===== src/rtl/dma_pkg.sv =====
// Shared types for the strided MM2S DMA: FSM state encoding, beat counter width
// and the AXI read-master request/response bundles.
package dma_pkg;

  localparam int DMA_ADDR_W = 32;
  localparam int DMA_DATA_W = 64;
  localparam int DMA_ID_W   = 4;

  // Wide enough for the largest AXI4 INCR burst (256 beats).
  localparam int BEAT_CNT_W = 8;

  localparam logic [1:0] AXI_BURST_INCR = 2'b01;
  localparam logic [1:0] AXI_RESP_OKAY  = 2'b00;

  typedef enum logic [2:0] {
    ST_IDLE,
    ST_AR,
    ST_R,
    ST_EMIT,
    ST_DONE
  } dma_state_e;

  typedef struct packed {
    logic                    ar_valid;
    logic [DMA_ADDR_W-1:0]   ar_addr;
    logic [7:0]              ar_len;
    logic [2:0]              ar_size;
    logic [1:0]              ar_burst;
    logic [DMA_ID_W-1:0]     ar_id;
    logic                    r_ready;
    logic                    aw_valid;
    logic [DMA_ADDR_W-1:0]   aw_addr;
    logic [7:0]              aw_len;
    logic [2:0]              aw_size;
    logic [1:0]              aw_burst;
    logic [DMA_ID_W-1:0]     aw_id;
    logic                    w_valid;
    logic [DMA_DATA_W-1:0]   w_data;
    logic [DMA_DATA_W/8-1:0] w_strb;
    logic                    w_last;
    logic                    b_ready;
  } axi_req_t;

  typedef struct packed {
    logic                  ar_ready;
    logic                  r_valid;
    logic [DMA_DATA_W-1:0] r_data;
    logic [1:0]            r_resp;
    logic                  r_last;
  } axi_resp_t;

  function automatic logic [2:0] axi_size(input int data_w);
    return 3'($clog2(data_w / 8));
  endfunction

endpackage


===== src/rtl/dma_pkt_assembler.sv =====
// Collects BEATS read beats into one packet word (beat 0 in the low bits) and
// flags any beat whose response is not OKAY or whose rlast is misplaced.
module dma_pkt_assembler
  import dma_pkg::*;
#(
  parameter int AXI_DATA_W = 64,
  parameter int BEATS      = 3
) (
  input  logic                        clk,
  input  logic                        rstn,
  input  logic                        clr,
  input  logic                        beat_en,
  input  logic [AXI_DATA_W-1:0]       beat_data,
  input  logic [1:0]                  beat_resp,
  input  logic                        beat_last,
  output logic [BEATS*AXI_DATA_W-1:0] pkt_data,
  output logic                        pkt_full,
  output logic                        beat_err
);

  logic [BEAT_CNT_W-1:0]            beat_cnt_q;
  logic [BEATS-1:0][AXI_DATA_W-1:0] buf_q;
  logic                             is_last;

  assign is_last  = (beat_cnt_q == BEAT_CNT_W'(BEATS - 1));
  assign pkt_full = beat_en && is_last;
  assign beat_err = beat_en && ((beat_resp != AXI_RESP_OKAY) || (beat_last != is_last));
  assign pkt_data = buf_q;

  // The buffer is only written in R, so it holds steady while the packet is offered.
  always_ff @(posedge clk) begin
    if (!rstn) begin
      beat_cnt_q <= '0;
      buf_q      <= '0;
    end else begin
      if (clr)
        beat_cnt_q <= '0;
      else if (beat_en)
        beat_cnt_q <= is_last ? '0 : beat_cnt_q + 1'b1;
      for (int k = 0; k < BEATS; k++)
        if (beat_en && beat_cnt_q == BEAT_CNT_W'(k))
          buf_q[k] <= beat_data;
    end
  end

endmodule


===== src/rtl/axis_dma_mm2s_strided.sv =====
// Strided memory-to-stream DMA: one AXI INCR burst per packet, each packet sent
// as a single AXIS word. Define AXIS_DMA_STRIDE_EN to step by the stride port.
module axis_dma_mm2s_strided
  import dma_pkg::*;
#(
  parameter int AXI_ADDR_W = DMA_ADDR_W,
  parameter int AXI_DATA_W = DMA_DATA_W,
  parameter int AXI_ID_W   = DMA_ID_W,
  parameter int AXIS_W     = 192
) (
  input  logic                  clk,
  input  logic                  rstn,
  input  logic                  start,
  input  logic [AXI_ADDR_W-1:0] src_addr,
  input  logic [AXI_ADDR_W-1:0] stride,
  input  logic [31:0]           len_pkts,
  input  logic                  abort,
  output logic                  busy,
  output logic                  done,
  output logic                  err,
  output logic [31:0]           pkts_done,
  output axi_req_t              axi_o,
  input  axi_resp_t             axi_i,
  output logic [AXIS_W-1:0]     m_axis_tdata,
  output logic                  m_axis_tvalid,
  input  logic                  m_axis_tready,
  output logic                  m_axis_tlast
);

  localparam int BEATS     = AXIS_W / AXI_DATA_W;
  localparam int PKT_BYTES = BEATS * AXI_DATA_W / 8;

  dma_state_e            state_q, state_d;
  logic [AXI_ADDR_W-1:0] addr_q, addr_inc;
  logic [31:0]           left_q, pkts_done_q;
  logic                  done_q, err_q, abort_q;
  logic                  ar_valid, r_ready, beat_en, pkt_full, beat_err;
  logic                  last_pkt, emit_hs, launch;

`ifdef AXIS_DMA_STRIDE_EN
  logic [AXI_ADDR_W-1:0] stride_q;

  always_ff @(posedge clk) begin
    if (!rstn)
      stride_q <= '0;
    else if (launch)
      stride_q <= stride;
  end

  assign addr_inc = stride_q;
`else
  assign addr_inc = AXI_ADDR_W'(PKT_BYTES);
`endif

  assign launch   = (state_q == ST_IDLE) && start && (len_pkts != 32'd0);
  assign last_pkt = (left_q == 32'd1);
  assign emit_hs  = (state_q == ST_EMIT) && m_axis_tready;
  assign beat_en  = r_ready && axi_i.r_valid;

  always_ff @(posedge clk) begin
    if (!rstn)
      state_q <= ST_IDLE;
    else
      state_q <= state_d;
  end

  always_comb begin
    state_d       = state_q;
    busy          = 1'b0;
    ar_valid      = 1'b0;
    r_ready       = 1'b0;
    m_axis_tvalid = 1'b0;
    m_axis_tlast  = 1'b0;
    case (state_q)
      ST_IDLE: begin
        if (start)
          state_d = (len_pkts != 32'd0) ? ST_AR : ST_DONE;
      end
      ST_AR: begin
        busy     = 1'b1;
        ar_valid = 1'b1;
        if (axi_i.ar_ready)
          state_d = ST_R;
      end
      ST_R: begin
        busy    = 1'b1;
        r_ready = 1'b1;
        if (pkt_full)
          state_d = ST_EMIT;
      end
      ST_EMIT: begin
        busy          = 1'b1;
        m_axis_tvalid = 1'b1;
        m_axis_tlast  = last_pkt;
        // An abort arriving on the handshake cycle itself also ends the transfer here.
        if (m_axis_tready)
          state_d = (last_pkt || abort_q || abort || err_q) ? ST_DONE : ST_AR;
      end
      ST_DONE: state_d = ST_IDLE;
      default: state_d = ST_IDLE;
    endcase
  end

  always_ff @(posedge clk) begin
    if (!rstn) begin
      addr_q      <= '0;
      left_q      <= '0;
      pkts_done_q <= '0;
      done_q      <= 1'b0;
      err_q       <= 1'b0;
      abort_q     <= 1'b0;
    end else begin
      if (launch) begin
        addr_q      <= src_addr;
        left_q      <= len_pkts;
        pkts_done_q <= '0;
        done_q      <= 1'b0;
        err_q       <= 1'b0;
        abort_q     <= 1'b0;
      end
      if (busy && abort)
        abort_q <= 1'b1;
      if (beat_err)
        err_q <= 1'b1;
      if (emit_hs) begin
        pkts_done_q <= pkts_done_q + 32'd1;
        left_q      <= left_q - 32'd1;
        addr_q      <= addr_q + addr_inc;
      end
      if (state_q == ST_DONE)
        done_q <= 1'b1;
    end
  end

  dma_pkt_assembler #(
    .AXI_DATA_W (AXI_DATA_W),
    .BEATS      (BEATS)
  ) u_asm (
    .clk       (clk),
    .rstn      (rstn),
    .clr       (launch),
    .beat_en   (beat_en),
    .beat_data (axi_i.r_data),
    .beat_resp (axi_i.r_resp),
    .beat_last (axi_i.r_last),
    .pkt_data  (m_axis_tdata),
    .pkt_full  (pkt_full),
    .beat_err  (beat_err)
  );

  // Read-only master: the write channels are tied off.
  always_comb begin
    axi_o          = '0;
    axi_o.ar_valid = ar_valid;
    axi_o.ar_addr  = addr_q;
    axi_o.ar_len   = 8'(BEATS - 1);
    axi_o.ar_size  = axi_size(AXI_DATA_W);
    axi_o.ar_burst = AXI_BURST_INCR;
    axi_o.ar_id    = DMA_ID_W'({AXI_ID_W{1'b0}});
    axi_o.r_ready  = r_ready;
  end

  assign done      = done_q;
  assign err       = err_q;
  assign pkts_done = pkts_done_q;

endmodule

===== config.mk =====
export PLATFORM = sky130hd
export DESIGN_NAME = axis_dma_mm2s_strided
export DESIGN_NICKNAME = d
export VERILOG_FILES = /design/src/rtl/dma_pkg.sv /design/src/rtl/dma_pkt_assembler.sv /design/src/rtl/axis_dma_mm2s_strided.sv
export SDC_FILE = /design/constraint.sdc
export NUM_CORES = 1
export LEC_CHECK = 0
export ABC_AREA = 1
export BUFFER_PORTS_ARGS = -buffer_cell sky130_fd_sc_hd__buf_2
export CORE_AREA = 4 4 222 224
export DETAILED_ROUTE_END_ITERATION = 8
export DIE_AREA = 0 0 226 228
export HOLD_SLACK_MARGIN = 0.1
export PLACE_DENSITY_LB_ADDON = 0.3
export SKIP_CTS_REPAIR_TIMING = 1
export SYNTH_ARGS = -nofsm -noshare
export SYNTH_HDL_FRONTEND = slang
export SYNTH_SLANG_ARGS = --single-unit

===== constraint.sdc =====
create_clock -name clk -period 1.7 [get_ports clk]
set_input_delay 0.085 -clock clk [delete_from_list [all_inputs] [get_ports clk]]
set_output_delay 0.085 -clock clk [all_outputs]
set_load 0.02 [all_outputs]

Word level (Yosys, flattened, before mapping)
Cells that the tools add are included.

Output and inout bits: 405. Logic and storage cells: 75. Input port bits: 170. Flip-flop bits (word level): 302.

Eq/ne operators: 12. Reduce and logical (&&, ||, !) cells: 24. Bitwise operators: 1. Multiplexer cells: 23. Add/sub/neg operators: 4.

Operator list (number): 32-bit 2-to-1 mux (6); 32-bit by 1-bit adder with 32-bit output, second input constant (1); 32-bit by 5-bit adder with 32-bit output, second input constant (1); 32-bit by 1-bit equality test with 1-bit output, second input constant (1); 32-bit nonzero test (1); 32-bit by 1-bit subtractor with 32-bit output, second input constant (1); 3-bit 2-to-1 mux (6); 3-bit one-hot mux with 4 select lines (1); 2-bit nonzero test (5); 1-bit logical AND (9); 1-bit 2-to-1 mux (9); 8-bit by 1-bit adder with 8-bit output, second input constant (1); 8-bit by 1-bit equality test with 1-bit output, second input constant (1); 8-bit by 2-bit equality test with 1-bit output, second input constant (1); 8-bit zero test (1); 8-bit 2-to-1 mux (1); 2-bit != test, second input constant (4); 3-bit by 2-bit equality test with 1-bit output, second input constant (2); 1-bit logical OR (4); 4-bit AND reduction (1); 3-bit by 1-bit equality test with 1-bit output, second input constant (1); 3-bit equality test, second input constant (1); 3-bit zero test (1); 3-bit OR reduction (1); 3 further kinds (3).

Depth between registers and ports, before layout
Word-level depth: 7. Gate-level depth with buffers: 13.

By module
From an unflattened synthesis, not the netlist that was laid out.

Cell total of the unflattened synthesis: 2448. Area total of the unflattened synthesis: 16019.1 um^2.

By module, submodules not included: dma_pkt_assembler (cells an instance 1187, instances 1, area each 8349.3 um^2, sequential area each 4003.8 um^2); axis_dma_mm2s_strided (cells an instance 1261, instances 1, area each 7669.9 um^2, sequential area each 2042.0 um^2).

Least setup slack after synthesis
No wires, ideal clock.

Kind: reg-to-reg. From: register pkts_done_q[0] (netlist: pkts_done[0]). To: register pkts_done_q[18] (netlist: pkts_done[18]). Period minus slack after synthesis: 1851 ps. Data arrival time: 1780 ps. Path slack: -151 ps. Path buffers: 0. Cell stages (with the launch flop): 11. Path through: dfxtp_1 > ha_1 > nand2_1 > nor2_1 > nand2_1 > nor2_2 > nand3_1 > nor2_2 > nand2_1 > or2_0 > a21oi_1.

Longest elaborated chain between the ends: 2.

RTL lines: from (decl) (RTL line axis_dma_mm2s_strided.sv:35) `logic [31:0] left_q, pkts_done_q;`; from (signal assigned) (RTL line axis_dma_mm2s_strided.sv:126) `pkts_done_q <= pkts_done_q + 32'd1;`; 32-bit by 1-bit adder with 32-bit output (RTL line axis_dma_mm2s_strided.sv:126); 32-bit 2-to-1 mux (RTL line axis_dma_mm2s_strided.sv:125) `if (emit_hs) begin`.

No other way between the ends. A chain may end at the register's enable or synchronous reset.

Worst setup path after layout
From: register left_q[5]. To: output port m_axis_tlast.

Longest elaborated chain between the ends: 2.

RTL lines: from (decl) (RTL line axis_dma_mm2s_strided.sv:35); from (signal assigned) (RTL line axis_dma_mm2s_strided.sv:115) `left_q <= len_pkts;`; from (signal assigned) (RTL line axis_dma_mm2s_strided.sv:127) `left_q <= left_q - 32'd1;`; 32-bit by 1-bit equality test with 1-bit output (RTL line axis_dma_mm2s_strided.sv:56) `assign last_pkt = (left_q == 32'd1);`; 1-bit 2-to-1 mux (RTL line axis_dma_mm2s_strided.sv:74) `case (state_q)`; to (decl) (RTL line axis_dma_mm2s_strided.sv:27) `output logic m_axis_tlast`.

No other way between the ends.

==> out/metrics.cfg <==
[run_status]
status = complete, but fails checks
violations = negative setup slack

[sta]
slew-limit-headroom_pct = 56.6
finalCriticalPeriod_ns = 1.86
fin_ws_ns = -0.160
worst_hold_slack_ns = 0.0515
rsz0062_at_grt = yes
fmax_mhz = 538
setup_viol = 77
finalHoldViolCount = 0
drv_slew = 0
period_share_pct = 109
clock_skew_ns = 0.0121
worst_pin_slew_ns = 0.651

[grt]
antenna_found_initial = 3
grt-ovfl-total = 0
grt_pass1_vias = 14689
grt_max_degree = 79
grtUsageTotal_pct = 18.9
grt_pass1_wl_um = 79500

[cts]
clkSinkCount = 302
path_clk_slew_ns = 0.06
root_buffer = clkbuf_16
clk_latency_ns = 0.54
cts_tree = built
clock_path_buffers = 3
cts.htree.levels = 2
cts_buffers = 37

[pwr]
sw_frac_of_total_pct = 35.1
power_switching_mw = 8.60
power_frac_seq_pct = 34.0
p_per_area_nw_per_um2 = 1040
p_leak_nw = 10.8
clock_power_share_pct = 32.6
power.internal_mw = 15.9
comb_power_share_pct = 33.4
ir_drop_mv = 0.841

[setup_path]
rr_endpoint = u_asm.pkt_data[42]$_SDFFE_PN0P_
cp_max_fo = 4
rrSetupSlack_ns = -0.14
path_cells = nor2_2, nand2_1, buf_4, nor2_4, nand3_4, nor2_4, buf_6
crit_top_cell = nor2_4
r2r-start = state_q[1]$_SDFFE_PN0P_
slowest_stage = dfxtp_1
worstPathArrival_ns = 1.77
crit_path_start_kind = register
worstPathRequired_ns = 1.62
rr_worst_depth = 10
slowest_delay_ns = 0.33
crit_path_end_kind = output pin
path_class = register to output pin

[synth]
ys_seq_area_share_pct = 40.7
yosys.area.top_type = dfxtp_1
ys_top_cells_by_count = nand2_1, nor2_1, dfxtp_1
mappedNetlistArea_um2 = 14900
yosysMostFrequentCell = nand2_1
avgSynthCellArea_um2 = 7.36
synthTopCellsByArea = dfxtp_1, nand2_1, nor2_1
yosys_warnings = 0
ys_types = 40
synthCells = 2019
ys.flop_type = dfxtp_1
yosys_register_bits = 302
ys_async_sr_fraction_pct = 0
synthDominantCellAreaShare_pct = 40.7
synth-edff-count = 0

[placement]
dp.cells = 3127
gp_congestion = 0.927
dp_hpwl_um = 39300
post-place-ws_ns = -0.126
dpl_cell_area_um2 = 18400
port_buffers = 400

[route]
ant_nets = 0
wl_met3_um = 4760
post-route-drc-count = 0
vias = 16493
wl_um = 61000
m1WireLength_um = 24300
drt_iter0_markers = 986
routedWlPerCell_um = 17.9
dr.pass1.iters = 5
wl_met2_um = 29900
top_layer_used = met5
viasPerCell = 4.83

[finish]
final_cell_area_um2 = 23500
final_nets = 2950
fill_cells = 4452
layout.cells.non_filler = 3414
register_area_um2 = 6080
multi_input_area_um2 = 8030
drive_above_1_share_pct = 38.1
synthToLayoutAreaGrowth_pct = 58.3

[floorplan]
die-area_um2 = 51500
die_y_um = 228
start_util_pct = 31.4
die_x_um = 226
core_area_um2 = 47300
ioPinCount = 575
num_rows = 80

[worst_hold_path]
worstHoldStart = len_pkts[26]
min_to = left_q[26]$_SDFFE_PN0P_
worstHoldPathType = input port to register
min_delay_path_depth = 6

[job]
drv_cap = 0

==> registers in the layout (all words and copies together) (netlist names) <==
| name | count |
|---|---|
| err | 1 |
| u_asm.beat_cnt_q | 8 |
| pkts_done | 32 |
| done | 1 |
| addr_q | 32 |
| u_asm.pkt_data | 192 |
| abort_q | 1 |
| state_q | 3 |
| left_q | 32 |
==> placed cells by master (no fill, tap or decap), types with 5 or more instances in the layout <==
| cell type | synthesis | layout |
|---|---|---|
| buf_6 | 0 | 23 |
| o21ai_0 | 89 | 77 |
| a211oi_1 | 60 | 11 |
| a31oi_1 | 25 | 25 |
| nand4_1 | 21 | 21 |
| nand3b_1 | 14 | 14 |
| nand2_1 | 339 | 314 |
| inv_1 | 195 | 188 |
| buf_16 | 0 | 6 |
| dfxtp_2 | 0 | 24 |
| nor3_2 | 3 | 11 |
| clkinv_2 | 0 | 7 |
| nor2_2 | 6 | 57 |
| nor2_4 | 1 | 39 |
| buf_2 | 41 | 397 |
| nand2_2 | 0 | 22 |
| nor3_1 | 34 | 22 |
| dfxtp_1 | 302 | 277 |
| inv_2 | 5 | 8 |
| a22oi_1 | 6 | 5 |
| a21oi_1 | 118 | 116 |
| nand3_2 | 0 | 7 |
| nor2_1 | 333 | 244 |
| o21ai_1 | 5 | 15 |
| buf_8 | 0 | 24 |
| a211oi_2 | 71 | 120 |
| buf_12 | 0 | 25 |
| dlygate4sd3_1 | 0 | 135 |
| clkbuf_8 | 0 | 10 |
| conb_1 | 2 | 142 |
| clkbuf_16 | 0 | 65 |
| nand3_1 | 104 | 92 |
| o211ai_1 | 8 | 8 |
| nand3_4 | 0 | 5 |
| buf_4 | 161 | 179 |
==> kinds of logic after synthesis <==
group | synth area share [%]
xor gates and xnor gates | 0.236
DFF | 40.7
AOI/OAI and AO/OA | 18.4
adders and majority gates | 0.673
buffers and inverters | 15.6
other | 0.0505
and+or+nand+nor | 24.3
==> through the flow <==
stage | TNS, ns | total power [mW] | util [%]
after CTS | -5.42 | 22.8 | 41.4
after detailed placement | -5.23 | 14.8 | 38.8
after floorplan | 0 | 12.4 | -
after global routing | -14.71 | 25.7 | 49.7
after global placement | -2.72 | 14.7 | 38.8
final | -4.81 | 24.5 | 49.7
==> layout make-up <==
cell class                 count  share of cell area [%]
tap                          615                    3.27
clock buffer                  51                    4.58
multi-input combinational   1414                    34.1
clock inverter                14                   0.579
sequential                   302                    25.8
inverter                     200                    3.27
antenna                        1                  0.0106
timing repair buffer         817                    28.3
==> layer usage <==
metal	vias up	GRT usage, %
met5	-	0
met4	6	6.14
met3	127	5.23
met2	697	31.9
met1	7813	23.2
li1	7850	-
==> critical path: cells and delay by family, from the launching register on <==
kind / cells / cell delay, ns
DFF: 1 / 0.33
buffers and inverters: 2 / 0.29
and+or+nand+nor: 5 / 0.62
==> worst max path at each step <==
stage | endpoint | slack, ns | startpoint | depth (start not counted)
6_report | m_axis_tlast | -0.16 | left_q[5]$_SDFFE_PN0P_ | 7
5_1_grt | m_axis_tlast | -0.27 | left_q[5]$_SDFFE_PN0P_ | 7
4_1_cts | m_axis_tlast | -0.55 | left_q[16]$_SDFFE_PN0P_ | 9
3_5_place_dp | left_q[11]$_SDFFE_PN0P_ | -0.13 | len_pkts[14] | 12
3_3_place_gp | u_asm.beat_cnt_q[0]$_SDFFE_PP0P_ | -0.10 | len_pkts[0] | 10
2_1_floorplan | pkts_done[18]$_SDFFE_PN0P_ | 0.007 | pkts_done[1]$_SDFFE_PN0P_ | 10
==> power groups by stage <==
stage	combinational, mW	clock, mW	sequential (mW)
CTS	6.43	8.12	8.24
detailed placement	6.42	0	8.38
global placement	6.35	0	8.36
global route	8.89	8.43	8.40
floorplan	3.50	0	8.92
finish	8.19	7.98	8.34
(Power assumes the default switching activity.)
